$ cat config.mk
export PLATFORM = sky130hd
export DESIGN_NAME = pe_array_ctrl_flat
export DESIGN_NICKNAME = d
export VERILOG_FILES = /design/src/rtl/pe_array_ctrl_if.sv /design/src/rtl/pe_array_ctrl.sv /design/src/flat_wrapper.sv
export SDC_FILE = /design/constraint.sdc
export NUM_CORES = 1
export LEC_CHECK = 0
export CELL_PAD_IN_SITES_DETAIL_PLACEMENT = 1
export CELL_PAD_IN_SITES_GLOBAL_PLACEMENT = 1
export CORE_UTILIZATION = 22
export DETAILED_ROUTE_END_ITERATION = 10
export PLACE_DENSITY_LB_ADDON = 0.08
export SLEW_MARGIN = 20
export SYNTH_ARGS = -nofsm -noshare
export SYNTH_HDL_FRONTEND = slang
export SYNTH_SLANG_ARGS = --single-unit
$ cat constraint.sdc
create_clock -name clk -period 2.7 [get_ports clk]
set_input_delay 0.54 -clock clk [delete_from_list [all_inputs] [get_ports clk]]
set_output_delay 0.54 -clock clk [all_outputs]
set_load 0.05 [all_outputs]
$ cat src/rtl/pe_array_ctrl_if.sv
// Handshake and control bundle between the PE-array sequencer and the
// surrounding datapath (weight/activation feeders, PEs, register files, drain sink).
interface pe_array_ctrl_if #(
    parameter int Y_DIM = 15
);
    logic             start;
    logic             abort;
    logic             filt_valid;
    logic             filt_ready;
    logic             act_valid;
    logic             act_ready;
    logic [1:0]       pe_resp;
    logic [3:0]       pe_mux_ctrl;
    logic [4:0]       pe_compute_ctrl;
    logic             wt_rf_wr_en;
    logic             wt_rf_rd_en;
    logic [Y_DIM-1:0] if_rf_wr_en;
    logic [Y_DIM-1:0] if_rf_rd_en;
    logic [Y_DIM-1:0] of_rf_wr_en;
    logic [Y_DIM-1:0] of_rf_rd_en;
    logic [3:0]       out_sel;
    logic             out_valid;
    logic             out_ready;
    logic             busy;
    logic             done;
    logic             err;

    modport master (
        output start, abort, filt_valid, act_valid, pe_resp, out_ready,
        input  filt_ready, act_ready, pe_mux_ctrl, pe_compute_ctrl,
               wt_rf_wr_en, wt_rf_rd_en, if_rf_wr_en, if_rf_rd_en,
               of_rf_wr_en, of_rf_rd_en, out_sel, out_valid, busy, done, err
    );

    modport slave (
        input  start, abort, filt_valid, act_valid, pe_resp, out_ready,
        output filt_ready, act_ready, pe_mux_ctrl, pe_compute_ctrl,
               wt_rf_wr_en, wt_rf_rd_en, if_rf_wr_en, if_rf_rd_en,
               of_rf_wr_en, of_rf_rd_en, out_sel, out_valid, busy, done, err
    );
endinterface

$ cat src/rtl/pe_array_ctrl.sv
// Sequencer for a PE array: loads K_TAPS weight and activation beats, runs
// K_TAPS accumulate steps, writes results back, then drains Y_DIM rows.
module pe_array_ctrl #(
    parameter int Y_DIM  = 15,
    parameter int K_TAPS = 3
) (
    input  logic           clk,
    input  logic           rst,
    pe_array_ctrl_if.slave ctrl
);
    typedef enum logic [2:0] {
        IDLE,
        LOAD_WT,
        LOAD_ACT,
        COMPUTE,
        DRAIN,
        DONE
    } state_t;

    localparam logic [3:0] K_LAST   = 4'(K_TAPS - 1);
    localparam logic [3:0] K_WB     = 4'(K_TAPS);
    localparam logic [3:0] ROW_LAST = 4'(Y_DIM - 1);

    state_t           r_state;
    state_t           w_state_next;
    logic [3:0]       r_k;
    logic [3:0]       w_k_next;
    logic [3:0]       r_row;
    logic [3:0]       w_row_next;
    logic             r_err;
    logic             w_err_next;

    logic [Y_DIM-1:0] w_row_hot;
    logic             w_busy;
    logic             w_done;
    logic             w_filt_ready;
    logic             w_act_ready;
    logic             w_out_valid;
    logic             w_wt_wr;
    logic             w_wt_rd;
    logic [3:0]       w_mux;
    logic [4:0]       w_comp;
    logic [3:0]       w_out_sel;
    logic [Y_DIM-1:0] w_if_wr;
    logic [Y_DIM-1:0] w_if_rd;
    logic [Y_DIM-1:0] w_of_wr;
    logic [Y_DIM-1:0] w_of_rd;

    genvar gi;
    generate
        for (gi = 0; gi < Y_DIM; gi++) begin : g_row_dec
            assign w_row_hot[gi] = (r_row == 4'(gi));
        end
    endgenerate

    always_ff @(posedge clk or negedge rst) begin
        if (!rst) begin
            r_state <= IDLE;
            r_k     <= '0;
            r_row   <= '0;
            r_err   <= 1'b0;
        end else begin
            r_state <= w_state_next;
            r_k     <= w_k_next;
            r_row   <= w_row_next;
            r_err   <= w_err_next;
        end
    end

    always_comb begin
        w_state_next = r_state;
        w_k_next     = r_k;
        w_row_next   = r_row;
        w_err_next   = r_err;
        w_busy       = 1'b0;
        w_done       = 1'b0;
        w_filt_ready = 1'b0;
        w_act_ready  = 1'b0;
        w_out_valid  = 1'b0;
        w_wt_wr      = 1'b0;
        w_wt_rd      = 1'b0;
        w_mux        = 4'b0000;
        w_comp       = 5'b00000;
        w_out_sel    = 4'd0;
        w_if_wr      = '0;
        w_if_rd      = '0;
        w_of_wr      = '0;
        w_of_rd      = '0;

        case (r_state)
            IDLE: begin
                if (ctrl.start) begin
                    w_state_next = LOAD_WT;
                    w_err_next   = 1'b0;
                    w_k_next     = '0;
                    w_row_next   = '0;
                end
            end
            LOAD_WT: begin
                w_busy       = 1'b1;
                w_filt_ready = 1'b1;
                if (ctrl.filt_valid) begin
                    w_wt_wr = 1'b1;
                    if (r_k == K_LAST) begin
                        w_k_next     = '0;
                        w_state_next = LOAD_ACT;
                    end else begin
                        w_k_next = r_k + 4'd1;
                    end
                end
            end
            LOAD_ACT: begin
                w_busy      = 1'b1;
                w_act_ready = 1'b1;
                if (ctrl.act_valid) begin
                    w_if_wr = '1;
                    if (r_k == K_LAST) begin
                        w_k_next     = '0;
                        w_state_next = COMPUTE;
                    end else begin
                        w_k_next = r_k + 4'd1;
                    end
                end
            end
            COMPUTE: begin
                w_busy = 1'b1;
                // k reaching K_TAPS marks the single write-back cycle before draining
                if (r_k == K_WB) begin
                    w_of_wr      = '1;
                    w_k_next     = '0;
                    w_row_next   = '0;
                    w_state_next = DRAIN;
                end else if (ctrl.pe_resp[0]) begin
                    w_wt_rd  = 1'b1;
                    w_if_rd  = '1;
                    w_k_next = r_k + 4'd1;
                    if (r_k == 4'd0) begin
                        w_comp = 5'b11111;
                        w_mux  = 4'b0011;
                    end else begin
                        w_comp = 5'b10011;
                        w_mux  = 4'b0111;
                    end
                end
            end
            DRAIN: begin
                w_busy      = 1'b1;
                w_out_valid = 1'b1;
                w_mux       = 4'b1000;
                w_out_sel   = r_row;
                w_of_rd     = w_row_hot;
                if (ctrl.out_ready) begin
                    if (r_row == ROW_LAST) begin
                        w_row_next   = '0;
                        w_state_next = DONE;
                    end else begin
                        w_row_next = r_row + 4'd1;
                    end
                end
            end
            DONE: begin
                w_done       = 1'b1;
                w_state_next = IDLE;
            end
            default: begin
                w_state_next = IDLE;
            end
        endcase

        if (r_state != IDLE && ctrl.pe_resp[1]) begin
            w_state_next = IDLE;
            w_err_next   = 1'b1;
            w_k_next     = '0;
            w_row_next   = '0;
        end

        // abort wins over everything, including an error or a start, and leaves err as it was
        if (ctrl.abort) begin
            w_state_next = IDLE;
            w_err_next   = r_err;
            w_k_next     = '0;
            w_row_next   = '0;
        end
    end

    assign ctrl.busy            = w_busy;
    assign ctrl.done            = w_done;
    assign ctrl.err             = r_err;
    assign ctrl.filt_ready      = w_filt_ready;
    assign ctrl.act_ready       = w_act_ready;
    assign ctrl.out_valid       = w_out_valid;
    assign ctrl.wt_rf_wr_en     = w_wt_wr;
    assign ctrl.wt_rf_rd_en     = w_wt_rd;
    assign ctrl.pe_mux_ctrl     = w_mux;
    assign ctrl.pe_compute_ctrl = w_comp;
    assign ctrl.out_sel         = w_out_sel;
    assign ctrl.if_rf_wr_en     = w_if_wr;
    assign ctrl.if_rf_rd_en     = w_if_rd;
    assign ctrl.of_rf_wr_en     = w_of_wr;
    assign ctrl.of_rf_rd_en     = w_of_rd;
endmodule
$ cat src/flat_wrapper.sv
// flat-port wrapper written by rule: the top's interface ports become plain ports
module pe_array_ctrl_flat 
#(
    parameter int Y_DIM  = 15,
    parameter int K_TAPS = 3
)
  (clk, rst, ctrl_start, ctrl_abort, ctrl_filt_valid, ctrl_act_valid, ctrl_pe_resp, ctrl_out_ready, ctrl_filt_ready, ctrl_act_ready, ctrl_pe_mux_ctrl, ctrl_pe_compute_ctrl, ctrl_wt_rf_wr_en, ctrl_wt_rf_rd_en, ctrl_if_rf_wr_en, ctrl_if_rf_rd_en, ctrl_of_rf_wr_en, ctrl_of_rf_rd_en, ctrl_out_sel, ctrl_out_valid, ctrl_busy, ctrl_done, ctrl_err);
  pe_array_ctrl_if #(.Y_DIM(Y_DIM)) ctrl_i ();
  input  logic clk;
  input  logic rst;
  input wire logic [$bits(ctrl_i.start)-1:0] ctrl_start;
  input wire logic [$bits(ctrl_i.abort)-1:0] ctrl_abort;
  input wire logic [$bits(ctrl_i.filt_valid)-1:0] ctrl_filt_valid;
  input wire logic [$bits(ctrl_i.act_valid)-1:0] ctrl_act_valid;
  input wire logic [$bits(ctrl_i.pe_resp)-1:0] ctrl_pe_resp;
  input wire logic [$bits(ctrl_i.out_ready)-1:0] ctrl_out_ready;
  output wire logic [$bits(ctrl_i.filt_ready)-1:0] ctrl_filt_ready;
  output wire logic [$bits(ctrl_i.act_ready)-1:0] ctrl_act_ready;
  output wire logic [$bits(ctrl_i.pe_mux_ctrl)-1:0] ctrl_pe_mux_ctrl;
  output wire logic [$bits(ctrl_i.pe_compute_ctrl)-1:0] ctrl_pe_compute_ctrl;
  output wire logic [$bits(ctrl_i.wt_rf_wr_en)-1:0] ctrl_wt_rf_wr_en;
  output wire logic [$bits(ctrl_i.wt_rf_rd_en)-1:0] ctrl_wt_rf_rd_en;
  output wire logic [$bits(ctrl_i.if_rf_wr_en)-1:0] ctrl_if_rf_wr_en;
  output wire logic [$bits(ctrl_i.if_rf_rd_en)-1:0] ctrl_if_rf_rd_en;
  output wire logic [$bits(ctrl_i.of_rf_wr_en)-1:0] ctrl_of_rf_wr_en;
  output wire logic [$bits(ctrl_i.of_rf_rd_en)-1:0] ctrl_of_rf_rd_en;
  output wire logic [$bits(ctrl_i.out_sel)-1:0] ctrl_out_sel;
  output wire logic [$bits(ctrl_i.out_valid)-1:0] ctrl_out_valid;
  output wire logic [$bits(ctrl_i.busy)-1:0] ctrl_busy;
  output wire logic [$bits(ctrl_i.done)-1:0] ctrl_done;
  output wire logic [$bits(ctrl_i.err)-1:0] ctrl_err;
  assign ctrl_i.start = ctrl_start;
  assign ctrl_i.abort = ctrl_abort;
  assign ctrl_i.filt_valid = ctrl_filt_valid;
  assign ctrl_i.act_valid = ctrl_act_valid;
  assign ctrl_i.pe_resp = ctrl_pe_resp;
  assign ctrl_i.out_ready = ctrl_out_ready;
  assign ctrl_filt_ready = ctrl_i.filt_ready;
  assign ctrl_act_ready = ctrl_i.act_ready;
  assign ctrl_pe_mux_ctrl = ctrl_i.pe_mux_ctrl;
  assign ctrl_pe_compute_ctrl = ctrl_i.pe_compute_ctrl;
  assign ctrl_wt_rf_wr_en = ctrl_i.wt_rf_wr_en;
  assign ctrl_wt_rf_rd_en = ctrl_i.wt_rf_rd_en;
  assign ctrl_if_rf_wr_en = ctrl_i.if_rf_wr_en;
  assign ctrl_if_rf_rd_en = ctrl_i.if_rf_rd_en;
  assign ctrl_of_rf_wr_en = ctrl_i.of_rf_wr_en;
  assign ctrl_of_rf_rd_en = ctrl_i.of_rf_rd_en;
  assign ctrl_out_sel = ctrl_i.out_sel;
  assign ctrl_out_valid = ctrl_i.out_valid;
  assign ctrl_busy = ctrl_i.busy;
  assign ctrl_done = ctrl_i.done;
  assign ctrl_err = ctrl_i.err;
  pe_array_ctrl #(.Y_DIM(Y_DIM), .K_TAPS(K_TAPS)) u_core (.clk(clk), .rst(rst), .ctrl(ctrl_i));
endmodule
==> results_dict.tcl, run 1 <==
set metrics [dict create \
    seqCellArea_sq_um 304 \
    io_buffers 89 \
    clk_pin_slew_ns 0.06 \
    antenna_found_initial 0 \
    fin_tns_setup_ns 0 \
    initial_core_util_pct 23.2 \
    area_delta_synth_final_pct 111 \
    syn_inst 179 \
    grt_pass1_wl_um 7290 \
    drv_cap 0 \
    async_flop_share_pct 100 \
    p_leak_nw 1.16 \
    yosys.area.top_type "buf_4" \
    end_kind "output pin" \
    grt_pass1_vias 1344 \
    rows 28 \
    multi_input_area_sq_um 823 \
    fmax_mhz 400 \
    dp_hpwl_um 3900 \
    track_usage_pct 14.2 \
    die_area_sq_um 6670 \
    finalHoldViolCount 0 \
    finalSetupViolCount 0 \
    nets 243 \
    yosys.area.top_type_share_pct 25.8 \
    dr.first_iter.drc_count 85 \
    drt_pass1_iterations 4 \
    grt_setup_unrepaired "false" \
    totalWireLength_um 4600 \
    mostFrequentLayoutCell "buf_12" \
    htree_levels 1 \
    finalCoreUtilization_pct 48.8 \
    worst_ir_drop_vdd_v 0.000451 \
    vias 1348 \
    ys_top_cells_by_area "buf_4 26%, dfrtp_1 22%, nor2_1 5.1%, nand2_1 3.8%, and2_1 2.7%" \
    synth_top_flop_cell "dfrtp_1" \
    arrival_ns 1.96 \
    fin_ws_ns 0.202 \
    synth_edf_count 0 \
    via_per_inst 4.42 \
    fin_skew_ns 0.00105 \
    placedCellCount 298 \
    numCtsBuffers 3 \
    core-area_sq_um 6030 \
    clkSinkCount 12 \
    worstPathRequired_ns 2.16 \
    fin_crit_sh_pct 92.5 \
    wl_per_cell_um 15.1 \
    grt_max_degree 16 \
    synth_seq_area_share_pct 21.5 \
    drive_above_1_share_pct 54.3 \
    insertion_delay_ns 0.24 \
    min_path_type "reg2reg" \
    max-slew-margin-rel_pct 62.0 \
    synth.avg_cell_area_sq_um 7.80 \
    mostFrequentLayoutCells "67 x buf_12, 18 x buf_4, 14 x nand2_1, 13 x clkdlybuf4s50_1, 10 x nor2_1" \
    drv_slew 0 \
    outcome "completed" \
    detail-route-antenna-nets 0 \
    num_antenna_cells 0 \
    crit_type "reg2out" \
    cts_buffer_depth 2 \
    yosysWarnings 0 \
    pin_count 90 \
    gp_congestion 0.848 \
    synthDistinctLibCells 41 \
    cts_tree "yes" \
    num-fill-cells 638 \
    synthesis.nets 191 \
    ctsHoldBuffers 0 \
    cp_max_fo 14 \
    fin_crit_ns 2.50 \
    grt_overflow 0 \
    place_ws_ns 0.216 \
    fin_cells 305 \
    ys_seq_elements 12 \
    die_w_um 81.7 \
    worstMarginPinSlew_ns 0.569 \
    die_y_um 81.7 \
    root_buffer "clkbuf_8" \
    syn_area_sq_um 1400 \
    drc 0 \
    critPathLaunchType "flip-flop" \
    power_density_nw_per_um2 450 \
]
-- worst max-delay path, cell delays in order (launching register included) --
cell	delay, ns
dfrtp_2	0.50
nor3b_4	0.35
and2_2	0.23
nand2b_1	0.23
nor3_4	0.24
buf_12	0.16
-- stage by stage --
step	hold slack, ns	power, mW	area (sq um)
detailed placement	0.553	1.13	2850
finish	0.561	1.32	2940
CTS	0.564	1.33	2910
floorplan	0.244	0.823	1550
global placement	0.501	1.11	2850
global route	0.590	1.39	2940
-- cell usage after synthesis (2+ instances only) --
library cell  count
nor3_1            7
nand2_1          14
nand3_1           4
ha_1              3
dfrtp_1          12
or4b_1            3
nor3b_1           4
clkbuf_1          2
a21oi_1           4
nand2b_1          5
buf_2             3
nor2_1           19
o21ai_1           2
nor2b_1           2
buf_4            48
and2_1            6
inv_1             9
and3_1            3
o21ai_0           7
-- layer usage --
metal | share of wire (%) | global-route usage [%] | wire (um)
met1 | 41 | 17.8 | 1880
met3 | 4.5 | 2.67 | 207
met4 | 0.22 | 1.05 | 10
met2 | 54 | 26.1 | 2510
met5 | 0 | 0 | 0
-- worst paths after layout --
kind,startpoint,to,slack [ns],cells after the start
setup / recovery,u_core.r_state[0],ctrl_of_rf_rd_en[4],0.20,5
hold / removal,u_core.ctrl.err,u_core.ctrl.err,0.56,2
setup reg to reg,u_core.r_k[0],u_core.r_state[0],0.32,6
hold reg to reg,u_core.ctrl.err,u_core.ctrl.err,0.56,2
max in group asynchronous,rst,u_core.r_state[1],1.63,1
min in group asynchronous,rst,u_core.r_k[0],0.66,1
-- where the power goes --
part | switching [mW] | internal (mW)
sequential | 0.0562 | 0.206
combinational | 0.498 | 0.363
clock | 0.0710 | 0.129
total | 0.625 | 0.698
-- registers in the layout, indices dropped and copies added (netlist names) --
register and cells:
u_core.r_state 3, u_core.r_row 4, u_core.r_k 4, u_core.ctrl.err 1
-- cell type report --
type,count,area share (%)
timing repair buffer,100,55.4
multi-input combinational,105,28.0
sequential,12,10.3
tap,75,3.19
clock buffer,4,1.87
inverter,9,1.15
-- cell families (layout without fill, tap and decap cells) --
logic type                 after synthesis  in the layout  share of synthesized area [%]
and+or+nand+nor                         74             74                           29.7
muxes                                    3              3                           2.60
DFF                                     12             12                           21.5
AOI/OAI and AO/OA                       23             23                           12.4
adders and majority gates                3              3                           2.69
buffers and inverters                   62            113                           29.8
xor gates and xnor gates                 2              2                           1.25
-- what timing repair did --
item	in CTS	in global routing
setup endpoints to repair	4	20
gates resized for setup	1	4
gates cloned	0	0
buffers inserted	0	3
(Power assumes the default switching activity.)
==> run 2, diff against run 1 <==
--- a/config.mk
+++ b/config.mk
@@ -5,6 +5,7 @@
 export SDC_FILE = /design/constraint.sdc
 export NUM_CORES = 1
 export LEC_CHECK = 0
+export CAP_MARGIN = 20
 export CELL_PAD_IN_SITES_DETAIL_PLACEMENT = 1
 export CELL_PAD_IN_SITES_GLOBAL_PLACEMENT = 1
 export CORE_UTILIZATION = 22
==> results of run 2 <==
Same layout as run 1: the final DEF is identical, and so are final timing and power.
==> variant (settings of run 1) <==
`Y_DIM` is set to 15 in 3 places; all go to 16.
--- a/src/rtl/pe_array_ctrl_if.sv
+++ b/src/rtl/pe_array_ctrl_if.sv
@@ -1,7 +1,7 @@
 // Handshake and control bundle between the PE-array sequencer and the
 // surrounding datapath (weight/activation feeders, PEs, register files, drain sink).
 interface pe_array_ctrl_if #(
-    parameter int Y_DIM = 15
+    parameter int Y_DIM = 16
 );
     logic             start;
     logic             abort;
--- a/src/rtl/pe_array_ctrl.sv
+++ b/src/rtl/pe_array_ctrl.sv
@@ -1,7 +1,7 @@
 // Sequencer for a PE array: loads K_TAPS weight and activation beats, runs
 // K_TAPS accumulate steps, writes results back, then drains Y_DIM rows.
 module pe_array_ctrl #(
-    parameter int Y_DIM  = 15,
+    parameter int Y_DIM  = 16,
     parameter int K_TAPS = 3
 ) (
     input  logic           clk,
--- a/src/flat_wrapper.sv
+++ b/src/flat_wrapper.sv
@@ -1,7 +1,7 @@
 // flat-port wrapper written by rule: the top's interface ports become plain ports
 module pe_array_ctrl_flat 
 #(
-    parameter int Y_DIM  = 15,
+    parameter int Y_DIM  = 16,
     parameter int K_TAPS = 3
 )
   (clk, rst, ctrl_start, ctrl_abort, ctrl_filt_valid, ctrl_act_valid, ctrl_pe_resp, ctrl_out_ready, ctrl_filt_ready, ctrl_act_ready, ctrl_pe_mux_ctrl, ctrl_pe_compute_ctrl, ctrl_wt_rf_wr_en, ctrl_wt_rf_rd_en, ctrl_if_rf_wr_en, ctrl_if_rf_rd_en, ctrl_of_rf_wr_en, ctrl_of_rf_rd_en, ctrl_out_sel, ctrl_out_valid, ctrl_busy, ctrl_done, ctrl_err);
Ports: changed (resized ctrl_if_rf_rd_en, ctrl_if_rf_wr_en, ctrl_of_rf_rd_en and ctrl_of_rf_wr_en); port bits go from 90 to 94. No check against the original RTL was run, so the function may have changed too.
==> variant against run 1 <==
- the flow now finishes with violations (DRC)
- routed wire length down 0.63%
- via count up 3.0%
- cell area up 2.3%
- register-to-register slack better by 50 ps
- total power up 0.71%
- area after synthesis up 6.0%
- setup slack worse by 52 ps
- clock power about the same
- sequential power down 5%
- global-route usage down 1.4 points
- sequential cell count unchanged
- critical path type unchanged
- critical endpoint is now ctrl_if_rf_rd_en[14]
==> variant: results (changes against run 1) <==
Sequential Power Share 18.7% (was 19.8%); slew margin rel. 60.8% (was 62.0%); metal1 wirelength 1980 um (was 1880 um); Critical Path Source u_core.r_state[1] (was u_core.r_state[0]); pre-CTS setup slack 242 ps (was 216 ps); WL per Instance 14.7 um (was 15.1 um); total track usage 12.9% (was 14.2%); worst-path fanout max 20 (was 14); Worst R2R Setup Slack 370 ps (was 320 ps); met2 Resource Use GR 23.2% (was 26.1%); Peak VDD IR 0.188 mV (was 0.451 mV); routability congestion estimate 0.752 (was 0.848); nets 252 (was 243); clock skew 6.71 ps (was 1.05 ps); DRC viols 28 (was 0); top post-synthesis cells by count buf_4, and2_1, nand2_1 (was buf_4, nor2_1, nand2_1); drt first pass iters 7 (was 4); status finished, violations left (was completed); Comb power frac 66.3% (was 65.1%); share of cells above drive strength 1 50.6% (was 54.3%); mux cell area share after synthesis 1.52% (was 2.60%); met1 usage 16.6% (was 17.8%); Port Buffers 93 (was 89); PostCTS Resize Cnt 0 (was 1); R2R Path Start u_core.r_k[1] (was u_core.r_k[0]); CP max stage delay 520 ps (was 500 ps); Critical-path top delay cell dfrtp_1 (was dfrtp_2); met3 usage 1.29% (was 2.67%); routed wl met3 309 um (was 207 um); Leak Pwr 1.28 nW (was 1.16 nW); failing checks DRC; dominant cells by area after synthesis buf_4, dfrtp_1, and2_1 (was buf_4, dfrtp_1, nor2_1); met2 WL post-DR 2280 um (was 2510 um); net load switching power 0.627 mW (was 0.625 mW); first-pass GRT wire length 7420 um (was 7290 um); post-synth net total 201 (was 191); Detailed Route WL 4570 um (was 4600 um); cell count after placement 308 (was 298); Mapped Cells 185 (was 179); vias in the first global route 1,418 (was 1,344); total power 1.33 mW (was 1.32 mW); sequential fraction of the synthesis area 20.3% (was 21.5%)
-- variant: worst min-delay path by stage --
stage	to	slack, ps	start
final	u_core.ctrl.err	550	u_core.ctrl.err
after global routing	u_core.r_k[0]	570	u_core.r_k[0]
after CTS	u_core.ctrl.err	560	u_core.ctrl.err
after detailed placement	u_core.ctrl.err	540	u_core.ctrl.err
after global placement	u_core.r_k[0]	520	u_core.r_k[0]
after floorplan	u_core.ctrl.err	240	rst
-- variant: layout make-up --
cell class / count / area [sq um]
Clock buffer: 4 / 55.1
Tap cell: 77 / 96.3
Sequential cell: 12 / 300
Timing Repair Buffer: 101 / 1740
Multi-Input combinational cell: 109 / 785
Inverter: 9 / 33.8
Fill cell: 668 / 3420
-- variant: through the flow --
stage	utilization, %	TNS [ps]	hold slack [ps]
detailed placement	46.0	0	542
floorplan	-	-520	244
finish	46.8	0	546
CTS	46.8	0	555
global placement	46.0	0	521
global route	46.8	0	574
